===== src/rtl/mux_nx1_stream_if.sv =====
// mux_nx1_stream_if
// -----------------
// Bundle of the mux's control, input-stream and output-stream signals.
//
// Parameters:
//   WIDTH    data width per channel
//   CHANNELS number of input channels
//
// Signals:
//   mode      0 = fixed select, 1 = round-robin
//   sel       channel index used in fixed mode
//   in_data   channel k at [k*WIDTH +: WIDTH]
//   in_valid  per-channel valid
//   in_last   per-channel end-of-packet flag
//   in_ready  per-channel ready (driven by the mux, at most one bit high)
//   out_data  registered output data
//   out_chan  channel that produced out_data
//   out_last  registered copy of the accepted beat's in_last
//   out_valid output register holds a beat
//   out_ready downstream accepts the beat
//
// Modports:
//   slave  - the mux itself
//   master - the environment driving the inputs and consuming the output
interface mux_nx1_stream_if #(
  parameter int WIDTH    = 8,
  parameter int CHANNELS = 4
);
  localparam int SEL_W = $clog2(CHANNELS);

  logic                      mode;
  logic [SEL_W-1:0]          sel;
  logic [CHANNELS*WIDTH-1:0] in_data;
  logic [CHANNELS-1:0]       in_valid;
  logic [CHANNELS-1:0]       in_last;
  logic [CHANNELS-1:0]       in_ready;
  logic [WIDTH-1:0]          out_data;
  logic [SEL_W-1:0]          out_chan;
  logic                      out_last;
  logic                      out_valid;
  logic                      out_ready;

  modport slave (
    input  mode, sel, in_data, in_valid, in_last, out_ready,
    output in_ready, out_data, out_chan, out_last, out_valid
  );

  modport master (
    output mode, sel, in_data, in_valid, in_last, out_ready,
    input  in_ready, out_data, out_chan, out_last, out_valid
  );
endinterface


===== src/rtl/mux_nx1_stream.sv =====
// mux_nx1_stream
// --------------
// N-to-1 valid/ready stream multiplexer. One of CHANNELS input streams is
// chosen either by a fixed select or by round-robin arbitration and is
// forwarded through a one-entry registered output stage (full throughput,
// drain and load on the same edge).
//
// Optional feature (compile-time macro MUX_NX1_PKT_LOCK_EN):
//   defined   - an ARB/LOCK FSM holds the grant on one channel from the first
//               beat of a packet until its in_last beat.
//   undefined - arbitration is re-evaluated on every beat; in_last is only
//               copied through to out_last.
//
// Parameters:
//   WIDTH    data width per channel (default 8)
//   CHANNELS number of input channels, >= 2 (default 4)
//
// Ports:
//   clk  rising-edge clock
//   rst  asynchronous active-high reset
//   bus  mux_nx1_stream_if.slave: mode/sel, input streams, output stream
module mux_nx1_stream #(
  parameter int WIDTH    = 8,
  parameter int CHANNELS = 4
) (
  input  logic             clk,
  input  logic             rst,
  mux_nx1_stream_if.slave  bus
);
  localparam int               SEL_W    = $clog2(CHANNELS);
  localparam logic [SEL_W:0]   CHAN_CNT = (SEL_W+1)'(CHANNELS);
  localparam logic [SEL_W-1:0] LAST_IDX = SEL_W'(CHANNELS - 1);

  // Output stage and arbitration state
  logic             out_valid_reg;
  logic             out_last_reg;
  logic [WIDTH-1:0] out_data_reg;
  logic [SEL_W-1:0] out_chan_reg;
  logic [SEL_W-1:0] ptr_reg;

`ifdef MUX_NX1_PKT_LOCK_EN
  typedef enum logic {
    ARB  = 1'b0,
    LOCK = 1'b1
  } state_t;

  state_t           state_reg;
  logic [SEL_W-1:0] lock_chan_reg;
`endif

  // Combinational selection
  logic                load_en;
  logic                rr_found;
  logic [SEL_W-1:0]    rr_cand;
  logic                arb_has;
  logic [SEL_W-1:0]    arb_cand;
  logic                has_cand;
  logic [SEL_W-1:0]    cand;
  logic [CHANNELS-1:0] grant;
  logic [WIDTH-1:0]    masked_data [CHANNELS];
  logic [WIDTH-1:0]    cand_data;
  logic                cand_last;
  logic                accept;
  logic [SEL_W-1:0]    ptr_next;

  assign load_en = !out_valid_reg || bus.out_ready;

  // Round-robin search: first valid channel at or after ptr, wrapping at
  // CHANNELS (which need not be a power of two, hence the explicit wrap).
  always_comb begin
    logic [SEL_W:0] idx;
    rr_found = 1'b0;
    rr_cand  = '0;
    idx      = '0;
    for (int i = 0; i < CHANNELS; i++) begin
      idx = {1'b0, ptr_reg} + (SEL_W+1)'(i);
      if (idx >= CHAN_CNT) begin
        idx = idx - CHAN_CNT;
      end
      if (!rr_found && bus.in_valid[idx[SEL_W-1:0]]) begin
        rr_found = 1'b1;
        rr_cand  = idx[SEL_W-1:0];
      end
    end
  end

  // Candidate from the arbitration policy; an out-of-range select yields none.
  always_comb begin
    if (bus.mode) begin
      arb_has  = rr_found;
      arb_cand = rr_cand;
    end else begin
      arb_has  = ({1'b0, bus.sel} < CHAN_CNT);
      arb_cand = bus.sel;
    end
  end

`ifdef MUX_NX1_PKT_LOCK_EN
  // While locked, the packet's channel owns the output regardless of policy.
  always_comb begin
    if (state_reg == LOCK) begin
      has_cand = 1'b1;
      cand     = lock_chan_reg;
    end else begin
      has_cand = arb_has;
      cand     = arb_cand;
    end
  end
`else
  assign has_cand = arb_has;
  assign cand     = arb_cand;
`endif

  // One-hot grant drives both the ready vector and an AND-OR data mux, so
  // no dynamic index ever points past CHANNELS-1.
  generate
    for (genvar gi = 0; gi < CHANNELS; gi++) begin : g_chan
      assign grant[gi]       = has_cand && (cand == SEL_W'(gi));
      assign masked_data[gi] = grant[gi] ? bus.in_data[gi*WIDTH +: WIDTH] : '0;
    end
  endgenerate

  always_comb begin
    cand_data = '0;
    for (int k = 0; k < CHANNELS; k++) begin
      cand_data = cand_data | masked_data[k];
    end
  end

  assign cand_last = |(grant & bus.in_last);
  assign accept    = load_en && |(grant & bus.in_valid);
  assign ptr_next  = (cand == LAST_IDX) ? '0 : cand + 1'b1;

  // Reset forces ready low even though the empty output stage would
  // otherwise signal load_en.
  assign bus.in_ready = grant & {CHANNELS{load_en && !rst}};

  // Output register and round-robin pointer
  always_ff @(posedge clk or posedge rst) begin
    if (rst) begin
      out_valid_reg <= 1'b0;
      out_last_reg  <= 1'b0;
      out_data_reg  <= '0;
      out_chan_reg  <= '0;
      ptr_reg       <= '0;
    end else begin
      if (load_en) begin
        out_valid_reg <= accept;
        if (accept) begin
          out_data_reg <= cand_data;
          out_chan_reg <= cand;
          out_last_reg <= cand_last;
        end
      end
      if (accept && bus.mode) begin
        ptr_reg <= ptr_next;
      end
    end
  end

`ifdef MUX_NX1_PKT_LOCK_EN
  // Packet lock FSM: enter LOCK on a non-last beat, leave on the last beat.
  always_ff @(posedge clk or posedge rst) begin
    if (rst) begin
      state_reg     <= ARB;
      lock_chan_reg <= '0;
    end else if (accept) begin
      case (state_reg)
        ARB: begin
          if (!cand_last) begin
            state_reg     <= LOCK;
            lock_chan_reg <= cand;
          end
        end
        LOCK: begin
          if (cand_last) begin
            state_reg <= ARB;
          end
        end
        default: state_reg <= ARB;
      endcase
    end
  end
`endif

  assign bus.out_valid = out_valid_reg;
  assign bus.out_data  = out_data_reg;
  assign bus.out_chan  = out_chan_reg;
  assign bus.out_last  = out_last_reg;
endmodule


===== src/flat_wrapper.sv =====
// flat-port wrapper written by rule: the top's interface ports become plain ports
module mux_nx1_stream_flat 
#(
  parameter int WIDTH    = 8,
  parameter int CHANNELS = 4
)
  (clk, rst, bus_mode, bus_sel, bus_in_data, bus_in_valid, bus_in_last, bus_out_ready, bus_in_ready, bus_out_data, bus_out_chan, bus_out_last, bus_out_valid);
  mux_nx1_stream_if #(.WIDTH(WIDTH), .CHANNELS(CHANNELS)) bus_i ();
  input  logic clk;
  input  logic rst;
  input wire logic [$bits(bus_i.mode)-1:0] bus_mode;
  input wire logic [$bits(bus_i.sel)-1:0] bus_sel;
  input wire logic [$bits(bus_i.in_data)-1:0] bus_in_data;
  input wire logic [$bits(bus_i.in_valid)-1:0] bus_in_valid;
  input wire logic [$bits(bus_i.in_last)-1:0] bus_in_last;
  input wire logic [$bits(bus_i.out_ready)-1:0] bus_out_ready;
  output wire logic [$bits(bus_i.in_ready)-1:0] bus_in_ready;
  output wire logic [$bits(bus_i.out_data)-1:0] bus_out_data;
  output wire logic [$bits(bus_i.out_chan)-1:0] bus_out_chan;
  output wire logic [$bits(bus_i.out_last)-1:0] bus_out_last;
  output wire logic [$bits(bus_i.out_valid)-1:0] bus_out_valid;
  assign bus_i.mode = bus_mode;
  assign bus_i.sel = bus_sel;
  assign bus_i.in_data = bus_in_data;
  assign bus_i.in_valid = bus_in_valid;
  assign bus_i.in_last = bus_in_last;
  assign bus_i.out_ready = bus_out_ready;
  assign bus_in_ready = bus_i.in_ready;
  assign bus_out_data = bus_i.out_data;
  assign bus_out_chan = bus_i.out_chan;
  assign bus_out_last = bus_i.out_last;
  assign bus_out_valid = bus_i.out_valid;
  mux_nx1_stream #(.WIDTH(WIDTH), .CHANNELS(CHANNELS)) u_core (.clk(clk), .rst(rst), .bus(bus_i));
endmodule

===== config.mk =====
export PLATFORM = sky130hd
export DESIGN_NAME = mux_nx1_stream_flat
export DESIGN_NICKNAME = d
export VERILOG_FILES = /design/src/rtl/mux_nx1_stream_if.sv /design/src/rtl/mux_nx1_stream.sv /design/src/flat_wrapper.sv
export SDC_FILE = /design/constraint.sdc
export NUM_CORES = 1
export LEC_CHECK = 0
export ABC_AREA = 1
export CAP_MARGIN = 5
export CORE_MARGIN = 2
export CORE_UTILIZATION = 40
export CTS_BUF_LIST = sky130_fd_sc_hd__clkbuf_8 sky130_fd_sc_hd__clkbuf_16
export DETAILED_ROUTE_END_ITERATION = 7
export PLACE_DENSITY = 0.76
export SYNTH_ARGS = -nofsm -noshare
export SYNTH_HDL_FRONTEND = slang
export SYNTH_SLANG_ARGS = --single-unit

===== constraint.sdc =====
create_clock -name clk -period 4.6 [get_ports clk]
set_input_delay 1.38 -clock clk [delete_from_list [all_inputs] [get_ports clk]]
set_output_delay 1.38 -clock clk [all_outputs]
set_load 0.05 [all_outputs]

# Word-level counts from Yosys, hierarchy flattened
# Index checks and enable logic that the tools add are counted.
word_totals:
  register_bits: 14
  in_bits: 46
  elab_cells: 77
op_classes:
  add_sub_neg: 8
  magnitude_cmp: 8
  eq_ne: 3
  muxes: 27
  n_bitwise: 6
  reduce_logical: 20
ops:
  columns: ["op", "n"]
  rows:
  - ["$mux 8", 4]
  - ["$or 8x8->8", 3]
  - ["$mux 2", 10]
  - ["$and 4x4->4", 3]
  - ["$lt 2x3->1 const B", 4]
  - ["$logic_and 1x1->1", 10]
  - ["$ge 3x3->1 const B", 3]
  - ["$mux 1", 9]
  - ["$bmux 1 s2", 4]
  - ["$reduce_or 4->1", 2]
  - ["$sub 2x1->2 const B", 4]
  - ["$add 2x2->3 const B", 2]
  - ["$logic_not 1->1", 5]
  - ["$eq 2x2->1 const B", 2]
  - ["$add 2x1->3 const B", 1]
  - ["$ge 2x3->1 const B", 1]
  - ["$add 2x1->2 const B", 1]
  - ["$eq 2x1->1 const B", 1]
  - ["$logic_not 2->1", 1]
  - ["$reduce_and 2->1", 1]
  - ["$logic_or 1x1->1", 1]

# Longest topological paths before layout
# Gate-level depths: netlist of the first run.
logic_depth:
  depth_word: 21
  depth_mapped: 22
  ltp_nobuf: 20

# Worst setup path after synthesis of the first run
# Ideal clock, no wire load.
synth_path:
  path_kind: "input port to output port"
  startpoint: "input port bus_in_valid[3]"
  endpoint: "output port bus_in_ready[0]"
  arrival_ps: 3431
  required_time_ps: 3220
  path_slack_ps: -211
  cell_stages: 15
  n_path_buf: 1
  cell_sequence: "inv_1 nand2_1 nand3_1 nand2_1 nor2_4 nand3_1 o21ai_0 inv_1 nand2_1 nand2_1 inv_1 ha_1 clkbuf_1 nand2_1 nor2_1"
synth_via:
  elab_chain_len: 16
  word_cells_on_any_way: 27
  cone_classes: "mux (18); bitwise (1); reduce/logical (8)"
synth_lines:
  columns: ["item", "line", "source"]
  rows:
  - ["start: declaration", "flat_wrapper.sv:14", "input wire logic [$bits(bus_i.in_valid)-1:0] bus_in_valid;"]
  - ["$bmux 1 s2", "mux_nx1_stream.sv:80", "if (!rr_found && bus.in_valid[idx[SEL_W-1:0]]) begin"]
  - ["$mux 1 (implied by the code)", "mux_nx1_stream.sv:80", null]
  - ["$mux 1", "mux_nx1_stream.sv:80", null]
  - ["$logic_not 1->1", "mux_nx1_stream.sv:80", null]
  - ["$logic_and 1x1->1", "mux_nx1_stream.sv:80", null]
  - ["$mux 1", "mux_nx1_stream.sv:80", null]
  - ["$logic_not 1->1", "mux_nx1_stream.sv:80", null]
  - ["$logic_and 1x1->1", "mux_nx1_stream.sv:80", null]
  - ["$mux 1", "mux_nx1_stream.sv:80", null]
  - ["$logic_not 1->1", "mux_nx1_stream.sv:80", null]
  - ["$logic_and 1x1->1", "mux_nx1_stream.sv:80", null]
  - ["$mux 2 *", "mux_nx1_stream.sv:80", null]
  - ["$mux 2 *", "mux_nx1_stream.sv:89", "if (bus.mode) begin"]
  - ["named net u_core.arb_cand[1]", "mux_nx1_stream.sv:56", "logic [SEL_W-1:0] arb_cand;"]
  - ["$logic_not 2->1 *", "mux_nx1_stream.sv:118", "assign grant[gi] = has_cand && (cand == SEL_W'(gi));"]
  - ["$logic_and 1x1->1 *", "mux_nx1_stream.sv:118", null]
  - ["$and 4x4->4 *", "mux_nx1_stream.sv:136", "assign bus.in_ready = grant & {CHANNELS{load_en && !rst}};"]
  - ["end: declaration", "flat_wrapper.sv:17", "output wire logic [$bits(bus_i.in_ready)-1:0] bus_in_ready;"]
# The timed path passes the listed nets; every way through them passes the cells marked *. The select of a mux whose other input is x is not followed.

# Worst setup path in the final report of the first run
layout_path:
  startpoint: "input port bus_in_valid[3]"
  endpoint: "output port bus_in_ready[2]"
layout_via:
  elab_chain_len: 16
  word_cells_on_any_way: 27
  cone_classes: "eq/ne (1); mux (18); bitwise (1); reduce/logical (7)"
layout_lines:
  columns: ["item", "line"]
  rows:
  - ["$bmux 1 s2", "mux_nx1_stream.sv:80"]
  - ["$mux 1 (implied by the code)", "mux_nx1_stream.sv:80"]
  - ["$mux 1", "mux_nx1_stream.sv:80"]
  - ["$logic_not 1->1", "mux_nx1_stream.sv:80"]
  - ["$logic_and 1x1->1", "mux_nx1_stream.sv:80"]
  - ["$mux 1", "mux_nx1_stream.sv:80"]
  - ["$logic_not 1->1", "mux_nx1_stream.sv:80"]
  - ["$logic_and 1x1->1", "mux_nx1_stream.sv:80"]
  - ["$mux 1", "mux_nx1_stream.sv:80"]
  - ["$logic_not 1->1", "mux_nx1_stream.sv:80"]
  - ["$logic_and 1x1->1", "mux_nx1_stream.sv:80"]
  - ["$mux 2 *", "mux_nx1_stream.sv:80"]
  - ["$mux 2 *", "mux_nx1_stream.sv:89"]
  - ["named net u_core.arb_cand[1]", "mux_nx1_stream.sv:56"]
  - ["$eq 2x2->1 *", "mux_nx1_stream.sv:118"]
  - ["$logic_and 1x1->1 *", "mux_nx1_stream.sv:118"]
  - ["$and 4x4->4 *", "mux_nx1_stream.sv:136"]
# Marked as above.

==> impl_metrics.tcl, run 1 <==
set metrics [dict create \
    syn_area_sq_mm 0.00124 \
    rr_endpoint "u_core.bus.out_chan[1]$_DFFE_PP0P_" \
    synth_ff_type "dfrtp_1" \
    critPathSlowestCell "dlygate4sd2_1" \
    crit_type "primary input to output pin" \
    avgSynthCellArea_sq_um 6.38 \
    antenna_left 0 \
    drtIter0Drc 73 \
    drt-vias-per-instance 5.30 \
    critPathBufInv 5 \
    post-route-util_pct 70.1 \
    met2_usage_pct 37.9 \
    die_area_sq_mm 0.00357 \
    die_w_um 59.8 \
    crit_path_end_kind "output pin" \
    cts_htree_levels 1 \
    yosys.area.top_type "dfrtp_1" \
    synthTopCellsByArea "dfrtp_1 (28%), nand3_1 (24%), nand2_1 (19%), nand4_1 (6.0%), ha_1 (4.0%)" \
    grt_overflow 0 \
    path_cells "dlygate4sd2_1 -> inv_1 -> nand2_1 -> nand3_2 -> nand2_2 -> nor2_4 -> nand3_2 -> o21ai_1 -> inv_1 -> nand2_1 -> nand2_1 -> buf_4 -> ha_1 -> nand2_1 -> nor2_2 -> buf_12" \
    track_usage_pct 22.3 \
    synth_most_common_cell "nand2_1" \
    synth_seq_area_share_pct 28.2 \
    rrSetupSlack_ns 1.84 \
    placed_cells 293 \
    worstHoldEndpoint "u_core.bus.out_data[3]$_DFFE_PP0P_" \
    cp_max_fo 3 \
    drive_gt1_share_pct 20.0 \
    root_buffer "clkbuf_8" \
    first_pass_iters 4 \
    vias 1579 \
    hold_class "register to register" \
    arrival_ns 3.16 \
    outcome "finished, final reports clean" \
    clock_skew_ns 0.00324 \
    reg2reg_depth 21 \
    clkLatencyLatePin_ns 0.25 \
    largest_reg_flops 8 \
    synth.distinct_cells 20 \
    grt_max_degree 45 \
    netlist_instances 195 \
    io_pins 62 \
    p_leak_uw 0.00100 \
    instances_no_fill 298 \
    grt_use_met1_pct 28.0 \
    max_slew.worst_pin.slew_ns 0.504 \
    clk_pin_slew_ns 0.06 \
    ys_top_cells_by_count "nand2_1 (63), nand3_1 (59), dfrtp_1 (14)" \
    areaGrowthSynthToFinish_pct 69.2 \
    synth-async-reset-ratio_pct 100 \
    fmax_mhz 220 \
    grt_pass1_vias 1413 \
    numCtsBuffers 3 \
    antennaDiodeCount 0 \
    startpoint_type "primary input" \
    drc 0 \
    cts_tree "built" \
    required_ns 3.22 \
    whs_path_depth 2 \
    io_buffers 61 \
    routedWlPerCell_um 13.0 \
    finalCritPeriodShare_pct 98.8 \
    cts_buffer_depth 2 \
    drv_slew 0 \
    routed_wl_um 3890 \
    peakVddDrop_mv 0.393 \
    use_met3_pct 5.19 \
    coreArea_sq_mm 0.00300 \
    maxCapViolCount 0 \
    dp_hpwl_um 2960 \
    grt-busiest-layer "met2" \
    antenna_found_initial 0 \
    cp_top_family "simple AND/OR/NAND/NOR gates" \
    relSlewSlack_pct 66.3 \
    period_needed_ns 4.54 \
    path_common_cell "nand2_1" \
    yosys_warnings 0 \
    gp_congestion 0.932 \
    die_y_um 59.8 \
    synth-edff-count 0 \
    cts_sinks 14 \
    nNetsFinal 316 \
    initial_core_util_pct 41.4 \
    final_hold_viol_count 0 \
    syn_nets 245 \
    grt_pass1_wl_um 6090 \
    synth-seq-cells 14 \
    slowest_delay_ns 0.26 \
    num_rows 20 \
    worstHoldStart "u_core.bus.out_data[3]$_DFFE_PP0P_" \
    synth_top_area_share_pct 28.2 \
    setup_viol 0 \
    regToRegStartpoint "u_core.ptr_reg[0]$_DFFE_PP0P_" \
    hold_ws_ns 0.468 \
    p_per_area_mw_per_mm2 685 \
]
-- worst reg2reg max path, stage by stage, from the launching register on --
cell	delay, ns
dfrtp_1	0.54
inv_4	0.10
nand2_1	0.07
nand2_1	0.10
nand2_2	0.09
nand2_2	0.08
nor2_4	0.11
nand3_2	0.08
o21ai_1	0.14
inv_1	0.06
nand2_1	0.06
nand2_1	0.07
buf_4	0.15
ha_1	0.19
buf_4	0.18
nand3_1	0.09
nand2_1	0.06
inv_2	0.06
nand2_4	0.11
nand2_4	0.17
nand2_1	0.07
o21ai_0	0.10
-- power by group --
group	internal, uW	switching [uW]	total, uW
registers	184	47.8	231
clock network	75.9	44.8	121
logic	407	683	1090
-- per-stage QoR --
stage	setup slack (ns)	setup TNS [ns]	area, sq um	total power [uW]
detailed placement	-0.202	-0.786	2000	1280
global placement	-0.120	-0.455	2000	1270
global route	-0.0548	-0.151	2100	1560
CTS	0.0594	0	2070	1420
finish	0.0562	0	2100	1440
floorplan	-0.00163	-0.00163	1260	953
-- cell type report --
type                    count  area [sq um]
repair buffers             78           773
inverters                  17          66.3
multi-input cells         152           818
fillers                   273           898
well taps                  33          41.3
clock buffers               4          55.1
flip-flops and latches     14           350
-- how the worst max path moves through the flow --
stage                    start               to  slack [ns]  cells past startpoint
2_1_floorplan  bus_in_valid[3]  bus_in_ready[0]      -0.002                     15
3_3_place_gp   bus_in_valid[3]  bus_in_ready[0]       -0.12                     16
3_5_place_dp   bus_in_valid[3]  bus_in_ready[3]       -0.20                     16
4_1_cts        bus_in_valid[3]  bus_in_ready[3]        0.06                     16
5_1_grt        bus_in_valid[3]  bus_in_ready[2]       -0.05                     16
6_report       bus_in_valid[3]  bus_in_ready[2]        0.06                     16
-- kinds of logic after synthesis --
family                     count (synthesis)  share of synthesized area (%)
DFF                                       14                           28.2
buffers and inverters                     29                           10.9
adders and majority gates                  4                           4.02
and+or+nand+nor                          144                           55.1
AOI/OAI and AO/OA                          4                           1.81
-- layer usage --
metal,vias up,routed length (um)
li1,787,-
met1,728,1490
met2,54,2010
met3,10,280
met4,0,106
met5,-,0
-- cells in the final DEF (no fill, tap or decap), drive strengths merged, types with 3 or more instances in the layout --
cell type      synthesis  layout
nor2                   6       6
clkbuf                 5       4
dlygate4sd2            0       4
dfrtp                 14      14
buf                    7      21
inv                   17      17
o21ai                  3       3
nand2                 66      66
nand4                 12      12
nand3                 60      60
clkdlybuf4s50          0      53
ha                     4       4
-- what timing repair did --
action                     in CTS  in global routing
hold buffers                    0                  0
setup buffers                   1                  0
resized for setup              10                 10
setup endpoints to repair       4                  4
pin swaps                       4                  5
Power figures use the tool's default switching activity.
==> run 2: changes to the inputs <==
--- a/config.mk
+++ b/config.mk
@@ -12,6 +12,7 @@
 export CTS_BUF_LIST = sky130_fd_sc_hd__clkbuf_8 sky130_fd_sc_hd__clkbuf_16
 export DETAILED_ROUTE_END_ITERATION = 7
 export PLACE_DENSITY = 0.76
+export SKIP_CTS_REPAIR_TIMING = 1
 export SYNTH_ARGS = -nofsm -noshare
 export SYNTH_HDL_FRONTEND = slang
 export SYNTH_SLANG_ARGS = --single-unit
==> impl_metrics.tcl, run 2 (synthesis results as in run 1) <==
set metrics [dict create \
    clk_pin_slew_ns 0.06 \
    relSlewSlack_pct 66.1 \
    power_uw 1410 \
    p_per_area_mw_per_mm2 677 \
    grt_max_degree 45 \
    setup_viol 0 \
    drc 0 \
    outcome "finished, final reports clean" \
    mostFrequentLayoutCell "nand2_1" \
    fmax_mhz 225 \
    post-route-util_pct 69.3 \
    drv_slew 0 \
    grt_pass1_vias 1411 \
    num_rows 20 \
    crit_start "bus_in_valid[2]" \
    die_y_um 59.8 \
    die_area_sq_mm 0.00357 \
    root_buffer "clkbuf_8" \
    regToRegStartpoint "u_core.ptr_reg[0]$_DFFE_PP0P_" \
    multi_input_area_sq_um 786 \
    initial_core_util_pct 41.4 \
    final_hold_viol_count 0 \
    arrival_ns 3.07 \
    io_pins 62 \
    cts_buffer_depth 2 \
    largest_reg_flops 8 \
    routed_wl_um 3800 \
    cts_tree "built" \
    drtIter0Drc 99 \
    antennaDiodeCount 0 \
    crit_path_end_kind "output pin" \
    grt_pass1_wl_um 6070 \
    period_needed_ns 4.45 \
    drive_gt1_share_pct 16.7 \
    path_cells "dlymetal6s2s_1 -> nand2_1 -> nand2_1 -> nand2_1 -> nand2_2 -> nor2_4 -> nand3_2 -> o21ai_1 -> inv_1 -> nand2_1 -> nand2_1 -> buf_4 -> ha_1 -> nand2_1 -> nor2_2 -> buf_12" \
    crit_type "primary input to output pin" \
    drt-vias-per-instance 5.28 \
    fillCellCount 277 \
    rrSetupSlack_ns 1.79 \
    critPathBufInv 4 \
    die_w_um 59.8 \
    max_slew.worst_pin.slew_ns 0.506 \
    peakVddDrop_mv 0.393 \
    hold_class "register to register" \
    io_buffers 61 \
    crit_cells 16 \
    grt_overflow 0 \
    cp_max_fo 3 \
    p_leak_uw 0.00103 \
    final_cell_mix "nand2_1 (61), nand3_1 (58), clkdlybuf4s50_1 (53)" \
    startpoint_type "primary input" \
    maxCapViolCount 0 \
    clkLatencyLatePin_ns 0.25 \
    gp_congestion 0.932 \
    path_common_cell "nand2_1" \
    regArea_sq_um 350 \
    cp-endpoint "bus_in_ready[3]" \
    vias 1569 \
    antenna_found_initial 0 \
    antenna_left 0 \
    routedWlPerCell_um 12.8 \
    cts_sinks 14 \
    clock_skew_ns 0.00298 \
    first_pass_iters 4 \
    slowest_delay_ns 0.19 \
    required_ns 3.22 \
    dp_hpwl_um 2960 \
    areaGrowthSynthToFinish_pct 67.2 \
    cp_top_family "simple AND/OR/NAND/NOR gates" \
    critPathSlowestCell "ha_1" \
    coreArea_sq_mm 0.00300 \
    rr_endpoint "u_core.bus.out_chan[1]$_DFFE_PP0P_" \
    numCtsBuffers 3 \
    cts_htree_levels 1 \
    nNetsFinal 315 \
    reg2reg_depth 21 \
    track_usage_pct 22.2 \
    finalCritPeriodShare_pct 96.7 \
]
-- run 2: cell types whose count changed in the layout (fill, tap and decap cells not counted), moves of 2 or more --
cell,delta
nand2_1,+5
nand2_2,-5
dlygate4sd2_1,-4
dlymetal6s2s_1,+4
nand3_1,+2
nand3_2,-2
-- run 2: per-layer routing --
layer  GRT usage (%)  part of all wire, %  vias up
li1                -                    -      787
met1            27.8                   39      710
met2            37.9                   51       62
met3            5.19                  7.3       10
met4            6.35                  2.8        0
met5               0                    0        -
-- run 2: power breakdown --
part	switching (uW)	internal (uW)	leakage, uW
Sequential	46.4	184	0.000175
Combinational	667	391	0.000821
Clock	44.6	75.9	0.0000288
-- run 2: how the worst min path moves through the flow --
stage	from	endpoint	slack, ns	depth (start not counted)
after detailed placement	u_core.bus.out_data[3]$_DFFE_PP0P_	u_core.bus.out_data[3]$_DFFE_PP0P_	0.46	2
after floorplan	u_core.ptr_reg[1]$_DFFE_PP0P_	u_core.ptr_reg[1]$_DFFE_PP0P_	0.54	2
after CTS	u_core.bus.out_data[3]$_DFFE_PP0P_	u_core.bus.out_data[3]$_DFFE_PP0P_	0.48	2
final	u_core.bus.out_data[3]$_DFFE_PP0P_	u_core.bus.out_data[3]$_DFFE_PP0P_	0.47	2
after global placement	u_core.bus.out_data[3]$_DFFE_PP0P_	u_core.bus.out_data[3]$_DFFE_PP0P_	0.45	2
after global routing	u_core.bus.out_data[5]$_DFFE_PP0P_	u_core.bus.out_data[5]$_DFFE_PP0P_	0.50	2
-- run 2: layout make-up --
cell class                 instances  share of cell area [%]
multi-input combinational        152                    37.8
timing repair buffer              77                    37.5
sequential                        14                    16.8
inverter                          17                    3.19
clock buffer                       4                    2.65
tap                               33                    1.99
-- run 2: worst min-delay path, delay by kind of cell, from the launching register on --
family	cells	cell delay (ns)
simple gates	2	0.10
flops	1	0.34
-- run 2: metrics by stage --
| stage | area, sq um | hold slack [ns] | std cells | setup TNS (ns) | setup slack, ns |
|---|---|---|---|---|---|
| after floorplan | 1260 | 0.538 | 195 | -0.00163 | -0.00163 |
| after global placement | 2000 | 0.455 | 293 | -0.455 | -0.120 |
| after detailed placement | 2000 | 0.462 | 293 | -0.786 | -0.202 |
| after CTS | 2060 | 0.476 | 297 | -0.842 | -0.215 |
| after global routing | 2080 | 0.499 | 297 | -0.0199 | -0.0199 |
| final | 2080 | 0.469 | 297 | 0 | 0.151 |
==> run 3: changes to the inputs <==
--- a/config.mk
+++ b/config.mk
@@ -10,6 +10,7 @@
 export CORE_MARGIN = 2
 export CORE_UTILIZATION = 40
 export CTS_BUF_LIST = sky130_fd_sc_hd__clkbuf_8 sky130_fd_sc_hd__clkbuf_16
+export CTS_CLUSTER_SIZE = 20
 export DETAILED_ROUTE_END_ITERATION = 7
 export PLACE_DENSITY = 0.76
 export SKIP_CTS_REPAIR_TIMING = 1
==> results of run 3 <==
The final DEF is identical to that of run 2; final timing and power are the same.
